`config.mk`:
```
export PLATFORM = sky130hd
export DESIGN_NAME = imm_gen_pipe
export DESIGN_NICKNAME = d
export VERILOG_FILES = /design/src/rtl/legv8_pkg.sv /design/src/rtl/imm_decode.sv /design/src/rtl/imm_gen_pipe.sv
export SDC_FILE = /design/constraint.sdc
export NUM_CORES = 1
export LEC_CHECK = 0
export CORE_UTILIZATION = 53
export DETAILED_ROUTE_END_ITERATION = 8
export GPL_TIMING_DRIVEN = 1
export HOLD_SLACK_MARGIN = 0.08
export PLACE_DENSITY_LB_ADDON = 0.2
export SLEW_MARGIN = 15
export SYNTH_ARGS = -nofsm -noshare
export SYNTH_HDL_FRONTEND = slang
export SYNTH_SLANG_ARGS = --single-unit
```
`constraint.sdc`:
```
create_clock -name CLK -period 2.5 [get_ports CLK]
set_clock_uncertainty 0.2 [all_clocks]
set_input_delay 0.5 -clock CLK [delete_from_list [all_inputs] [get_ports CLK]]
set_output_delay 0.5 -clock CLK [all_outputs]
set_load 0.05 [all_outputs]
```
`src/rtl/legv8_pkg.sv`:
```
// LEGv8 immediate-format codes, opcode constants and the R-type exemption list.
package legv8_pkg;

    typedef enum logic [2:0] {
        FMT_NONE = 3'd0,
        FMT_D    = 3'd1,
        FMT_I    = 3'd2,
        FMT_CB   = 3'd3,
        FMT_B    = 3'd4,
        FMT_IM   = 3'd5
    } imm_fmt_e;

    typedef enum logic [1:0] {
        StEmpty = 2'd0,
        StOne   = 2'd1,
        StFull  = 2'd2
    } occ_e;

    // D-format, instr[31:21]
    localparam logic [10:0] OP_LDUR   = 11'h7C2;
    localparam logic [10:0] OP_STUR   = 11'h7C0;
    localparam logic [10:0] OP_LDURB  = 11'h1C2;
    localparam logic [10:0] OP_STURB  = 11'h1C0;
    localparam logic [10:0] OP_LDURH  = 11'h3C2;
    localparam logic [10:0] OP_STURH  = 11'h3C0;
    localparam logic [10:0] OP_LDURSW = 11'h5C4;
    localparam logic [10:0] OP_STURW  = 11'h5C0;

    // IM-format, instr[31:23]
    localparam logic [8:0] OP_MOVZ = 9'h1A5;
    localparam logic [8:0] OP_MOVK = 9'h1E5;

    // I-format, instr[31:22]
    localparam logic [9:0] OP_ADDI  = 10'h244;
    localparam logic [9:0] OP_ADDIS = 10'h2C4;
    localparam logic [9:0] OP_SUBI  = 10'h344;
    localparam logic [9:0] OP_SUBIS = 10'h3C4;
    localparam logic [9:0] OP_ANDI  = 10'h248;
    localparam logic [9:0] OP_ANDIS = 10'h3C8;
    localparam logic [9:0] OP_ORRI  = 10'h2C8;
    localparam logic [9:0] OP_EORI  = 10'h348;

    // CB-format, instr[31:24]
    localparam logic [7:0] OP_CBZ   = 8'hB4;
    localparam logic [7:0] OP_CBNZ  = 8'hB5;
    localparam logic [7:0] OP_BCOND = 8'h54;

    // B-format, instr[31:26]
    localparam logic [5:0] OP_B  = 6'h05;
    localparam logic [5:0] OP_BL = 6'h25;

    localparam int unsigned NumRtype = 15;
    localparam logic [NumRtype-1:0][10:0] RtypeOps = {
        11'h458, 11'h558, 11'h658, 11'h758, 11'h450, 11'h750, 11'h550, 11'h650,
        11'h69B, 11'h69A, 11'h6B0, 11'h4D8, 11'h4D6, 11'h4DA, 11'h4DE
    };

    function automatic logic is_rtype(input logic [10:0] op);
        logic hit;
        hit = 1'b0;
        for (int i = 0; i < int'(NumRtype); i++) begin
            if (op == RtypeOps[i]) hit = 1'b1;
        end
        return hit;
    endfunction

endpackage

```
`src/rtl/imm_decode.sv`:
```
// Combinational LEGv8 immediate decoder: instruction word to {imm, fmt, err}.
module imm_decode
    import legv8_pkg::*;
#(
    parameter int unsigned DATA_W   = 64,
    parameter int unsigned BR_SHIFT = 1
) (
    input  logic [31:0]       instr_i,
    output logic [DATA_W-1:0] imm_o,
    output imm_fmt_e          fmt_o,
    output logic              err_o
);

    logic [DATA_W-1:0] d_sx;
    logic [DATA_W-1:0] i_zx;
    logic [DATA_W-1:0] cb_sx;
    logic [DATA_W-1:0] b_sx;
    logic [63:0]       im_wide;
    logic [1:0]        hw;

    assign d_sx    = {{(DATA_W-9){instr_i[20]}}, instr_i[20:12]};
    assign i_zx    = {{(DATA_W-12){1'b0}}, instr_i[21:10]};
    assign cb_sx   = {{(DATA_W-19){instr_i[23]}}, instr_i[23:5]};
    assign b_sx    = {{(DATA_W-26){instr_i[25]}}, instr_i[25:0]};
    assign hw      = instr_i[22:21];
    assign im_wide = {48'd0, instr_i[20:5]} << {hw, 4'b0000};

    // First match wins, top to bottom.
    always_comb begin
        imm_o = '0;
        fmt_o = FMT_NONE;
        err_o = 1'b0;
        if (instr_i[31:21] inside {OP_LDUR, OP_STUR, OP_LDURB, OP_STURB,
                                   OP_LDURH, OP_STURH, OP_LDURSW, OP_STURW}) begin
            imm_o = d_sx;
            fmt_o = FMT_D;
        end else if (instr_i[31:23] inside {OP_MOVZ, OP_MOVK}) begin
            fmt_o = FMT_IM;
            if (DATA_W == 32 && hw[1]) begin
                err_o = 1'b1;
            end else begin
                imm_o = im_wide[DATA_W-1:0];
            end
        end else if (instr_i[31:22] inside {OP_ADDI, OP_ADDIS, OP_SUBI, OP_SUBIS,
                                            OP_ANDI, OP_ANDIS, OP_ORRI, OP_EORI}) begin
            imm_o = i_zx;
            fmt_o = FMT_I;
        end else if (instr_i[31:24] inside {OP_CBZ, OP_CBNZ, OP_BCOND}) begin
            imm_o = (BR_SHIFT != 0) ? {cb_sx[DATA_W-3:0], 2'b00} : cb_sx;
            fmt_o = FMT_CB;
        end else if (instr_i[31:26] inside {OP_B, OP_BL}) begin
            imm_o = (BR_SHIFT != 0) ? {b_sx[DATA_W-3:0], 2'b00} : b_sx;
            fmt_o = FMT_B;
        end else begin
            err_o = !is_rtype(instr_i[31:21]);
        end
    end

endmodule

```
`src/rtl/imm_gen_pipe.sv`:
```
// Pipelined immediate generator: decoder feeding a 2-entry skid buffer with valid/ready.
module imm_gen_pipe
    import legv8_pkg::*;
#(
    parameter int unsigned DATA_W       = 64,
    parameter int unsigned BR_SHIFT     = 1,
    parameter int unsigned FLAG_UNKNOWN = 1
) (
    input  logic              CLK,
    input  logic              RST_N,
    input  logic              IN_VALID,
    output logic              IN_READY,
    input  logic [31:0]       INSTRUCTION,
    output logic              OUT_VALID,
    input  logic              OUT_READY,
    output logic [DATA_W-1:0] IMM_OUT,
    output imm_fmt_e          IMM_FMT,
    output logic              IMM_ERR,
    output logic [31:0]       INSTR_OUT
);

    typedef struct packed {
        logic [DATA_W-1:0] imm;
        imm_fmt_e          fmt;
        logic              err;
        logic [31:0]       instr;
    } entry_t;

    localparam entry_t EntryRst = '{imm: '0, fmt: FMT_NONE, err: 1'b0, instr: '0};

    logic [DATA_W-1:0] dec_imm;
    imm_fmt_e          dec_fmt;
    logic              dec_err;
    entry_t            dec;

    entry_t a_q;
    entry_t b_q;
    occ_e   occ_q;
    logic   out_valid_q;
    logic   in_ready_q;
    logic   in_xfer;
    logic   out_xfer;

    imm_decode #(
        .DATA_W   (DATA_W),
        .BR_SHIFT (BR_SHIFT)
    ) u_decode (
        .instr_i (INSTRUCTION),
        .imm_o   (dec_imm),
        .fmt_o   (dec_fmt),
        .err_o   (dec_err)
    );

    assign dec = '{imm: dec_imm, fmt: dec_fmt, err: dec_err && (FLAG_UNKNOWN != 0),
                   instr: INSTRUCTION};

    assign in_xfer  = IN_VALID && in_ready_q;
    assign out_xfer = out_valid_q && OUT_READY;

    // IN_READY is registered from occupancy only, so OUT_READY never reaches it combinationally.
    always_ff @(posedge CLK or negedge RST_N) begin
        if (!RST_N) begin
            occ_q       <= StEmpty;
            a_q         <= EntryRst;
            b_q         <= EntryRst;
            out_valid_q <= 1'b0;
            in_ready_q  <= 1'b1;
        end else begin
            unique case (occ_q)
                StEmpty: begin
                    if (in_xfer) begin
                        a_q         <= dec;
                        occ_q       <= StOne;
                        out_valid_q <= 1'b1;
                    end
                end
                StOne: begin
                    if (in_xfer && out_xfer) begin
                        a_q <= dec;
                    end else if (in_xfer) begin
                        b_q        <= dec;
                        occ_q      <= StFull;
                        in_ready_q <= 1'b0;
                    end else if (out_xfer) begin
                        occ_q       <= StEmpty;
                        out_valid_q <= 1'b0;
                    end
                end
                StFull: begin
                    if (out_xfer) begin
                        a_q        <= b_q;
                        occ_q      <= StOne;
                        in_ready_q <= 1'b1;
                    end
                end
                default: begin
                    occ_q       <= StEmpty;
                    out_valid_q <= 1'b0;
                    in_ready_q  <= 1'b1;
                end
            endcase
        end
    end

    assign IN_READY  = in_ready_q;
    assign OUT_VALID = out_valid_q;
    assign IMM_OUT   = a_q.imm;
    assign IMM_FMT   = a_q.fmt;
    assign IMM_ERR   = a_q.err;
    assign INSTR_OUT = a_q.instr;

endmodule
```
==> flow_summary.toml <==
[sta]
finalHoldWorstSlack_ps = 270
drv_slew = 0
setup_ws_ps = -9.13
max_slew_margin_pct = 59.2
worstMarginPinSlew_ps = 610
setup_violations = 2
finalCriticalPeriod_ps = 2510
finalCritPeriodShare_pct = 100
rsz0062_at_grt = "true"
fmax_mhz = 399
hold_viol_final = 0

[synth]
synth-simple-area-share_pct = 22.2
synth_cell_types = 58
yosysTopAreaCell = "dfrtp_1"
synth-adder-area-share_pct = 0
synth_edf_count = 0
syn_inst = 1057
ys_warn_count = 0
synth_top_family_by_area = "simple AND/OR/NAND/NOR gates"
synth.mux.area_fraction_pct = 1.98
async_flop_share_pct = 100
synth_top_area_share_pct = 53.2
synth_compound_area_share_pct = 17.9
ys_ff_latch = 204
synth-seq-area-share_pct = 53.5
postSynthAreaPerCell_sq_um = 9.03
ys.flop_type = "dfrtp_1"
syn_nets = 1093
synthTopCellsByArea = "dfrtp_1 (53%), nand2_1 (8.9%), nor2_1 (5.3%)"
synth_xor_area_share_pct = 0.0917
syn-cell-area_sq_um = 9550

[hold_path]
hold-path-endpoint = "b_q[32]"
holdCritPathClass = "reg -> reg"
hp-start = "b_q[32]"
holdPathStages = 2

[finish]
fin_util_pct = 74.0
final_cell_mix = "nand2_1 (226), dfrtp_1 (203), nor2_1 (135), clkdlybuf4s50_1 (126), buf_4 (95)"
mostFrequentLayoutCell = "nand2_1"
antenna_cells = 0
final_nets = 1273
areaGrowthSynthToFinish_pct = 35.1
drive_gt1_share_pct = 17.5

[global_routing]
grt_pass1_wl_mm = 47.1
grt_overflow_total = 0
antenna_found_initial = 0
grt_max_degree = 71
first_global_vias = 8837
track_usage_pct = 32.9

[routing]
wl_per_cell_um = 20.3
drc = 0
vias_per_cell = 6.12
wl_mm = 30.0
num_vias = 9017
antenna_left = 0
drt_pass1_iterations = 7
drtIter0Drc = 1023

[power_and_ir_drop]
power_leakage_nw = 5.74
vdd_ir_drop_max_mv = 0.470
power.density_nw_per_um2 = 518

[worst_setup_path]
r2r_slack_ps = 180
cp_slowest_stage_delay_ps = 570
crit_path_top_delay_cell = "or4b_4"
crit_type = "in -> reg"
critPathLaunchType = "input port"
reg2reg_depth = 7
worstPathMaxFanout = 7
cp_cell_sequence = "dlygate4sd2_1, or4b_4, a21o_1, a2111oi_4, buf_6, nor4_4, buf_4, buf_4, buf_6, a211oi_1"
cp.required_ps = 2720
arrival_ps = 2730
r2r-start = "occ_q[1]"
cp-end-kind = "register"
timing.rr.end = "IMM_OUT[26]"

[cts]
cts_tree = "done"
clock-root-buffer = "clkbuf_16"
clockBufferDepth = 3
insertion_delay_ps = 510
clk_pin_slew_ps = 60
numCtsBuffers = 21
cts_max_level = 1
cts_sinks = 204

[die]
fp.coreArea_sq_um = 17400
die_area_sq_um = 18600
initial_core_util_pct = 54.8
die_y_um = 136
rows = 48
boundaryPins = 138
die_x_um = 136

[run]
drv_cap = 0

[placement]
place_congestion = 0.849
io_buffer_count = 137
hpwl_mm = 19.7

[outcome]
violations = "negative setup slack"
status = "finished with violations"
[how the worst max path moves through the flow]
stage                    start  slack (ps)  cells past startpoint     endpoint
4_1_cts        INSTRUCTION[28]          30                      9      b_q[79]
3_5_place_dp   INSTRUCTION[31]        -810                      6  IMM_OUT[33]
6_report       INSTRUCTION[24]          -9                     10  IMM_OUT[58]
2_1_floorplan  INSTRUCTION[24]         -70                      8  IMM_OUT[49]
5_1_grt        INSTRUCTION[25]         -40                     11  IMM_OUT[35]
3_3_place_gp   INSTRUCTION[31]        -780                      6  IMM_OUT[32]
[repair_timing]
item / in CTS / in global routing
gates cloned: 2 / 0
setup endpoints to repair: 58 / 78
gates resized for setup: 20 / 15
hold buffers: 1 / 0
pin swaps: 10 / 7
setup buffers: 3 / 3
endpoints found under the hold margin: 44 / 0
[cells in the mapped netlist (12+ instances only)]
cell type and number:
nor2_1 135, a211oi_1 31, nand3_1 15, a21oi_1 60, nor3_1 42, clkbuf_1 84, a31oi_1 48, dfrtp_1 203
o21ai_0 27, nand2_1 226, nand2b_1 15, a21o_1 12
[power breakdown]
group | internal (W) | switching, W | total, W
combinational | 0.000133 | 0.000224 | 0.000356
clock | 0.00174 | 0.00128 | 0.00302
sequential | 0.00330 | 0 | 0.00330
[layout make-up]
cell class	count	area (sq um)
Fill cell	1261	4520
Inverter	3	11.3
Timing Repair Buffer	257	2560
Clock buffer	30	629
Sequential cell	204	5110
Multi-Input combinational cell	750	4270
Tap cell	225	282
Clock inverter	5	31.3
[stage by stage]
stage / worst slack, ps / area [sq um] / total power (W) / std cells / TNS, ps
3_3_place_gp: -775 / 12000 / 0.00371 / 1430 / -65100
3_5_place_dp: -812 / 12000 / 0.00371 / 1430 / -69020
4_1_cts: 30.9 / 12800 / 0.00670 / 1471 / 0
6_report: -9.13 / 12900 / 0.00668 / 1474 / -12.3
5_1_grt: -40.2 / 12900 / 0.00684 / 1474 / -249
2_1_floorplan: -71.3 / 9630 / 0.00347 / 1057 / -709
[per-layer routing]
| layer | part of all wire, % | global-route usage (%) |
|---|---|---|
| met5 | 0 | 0 |
| met4 | 3.0 | 12.4 |
| met3 | 8.6 | 6.00 |
| met2 | 47 | 51.9 |
| met1 | 41 | 45.4 |
[critical path, delay by kind of cell]
kind	cells	cell delay [ps]
buffers and inverters	5	870
AOI/OAI and AO/OA	3	720
and+or+nand+nor	2	620
[cell families after synthesis]
group / count (synthesis)
xor+xnor: 1
buf+inv: 103
simple gates: 485
mux: 18
compound gates: 246
flops: 204
[sequential cells by signal, indices dropped and copies added (netlist names)]
| name | count |
|---|---|
| IN_READY | 1 |
| occ_q | 2 |
| IMM_OUT | 64 |
| OUT_VALID | 1 |
| INSTR_OUT | 32 |
| b_q | 100 |
| IMM_FMT | 3 |
| IMM_ERR | 1 |
Note: power is estimated with default switching activity, not from simulation.
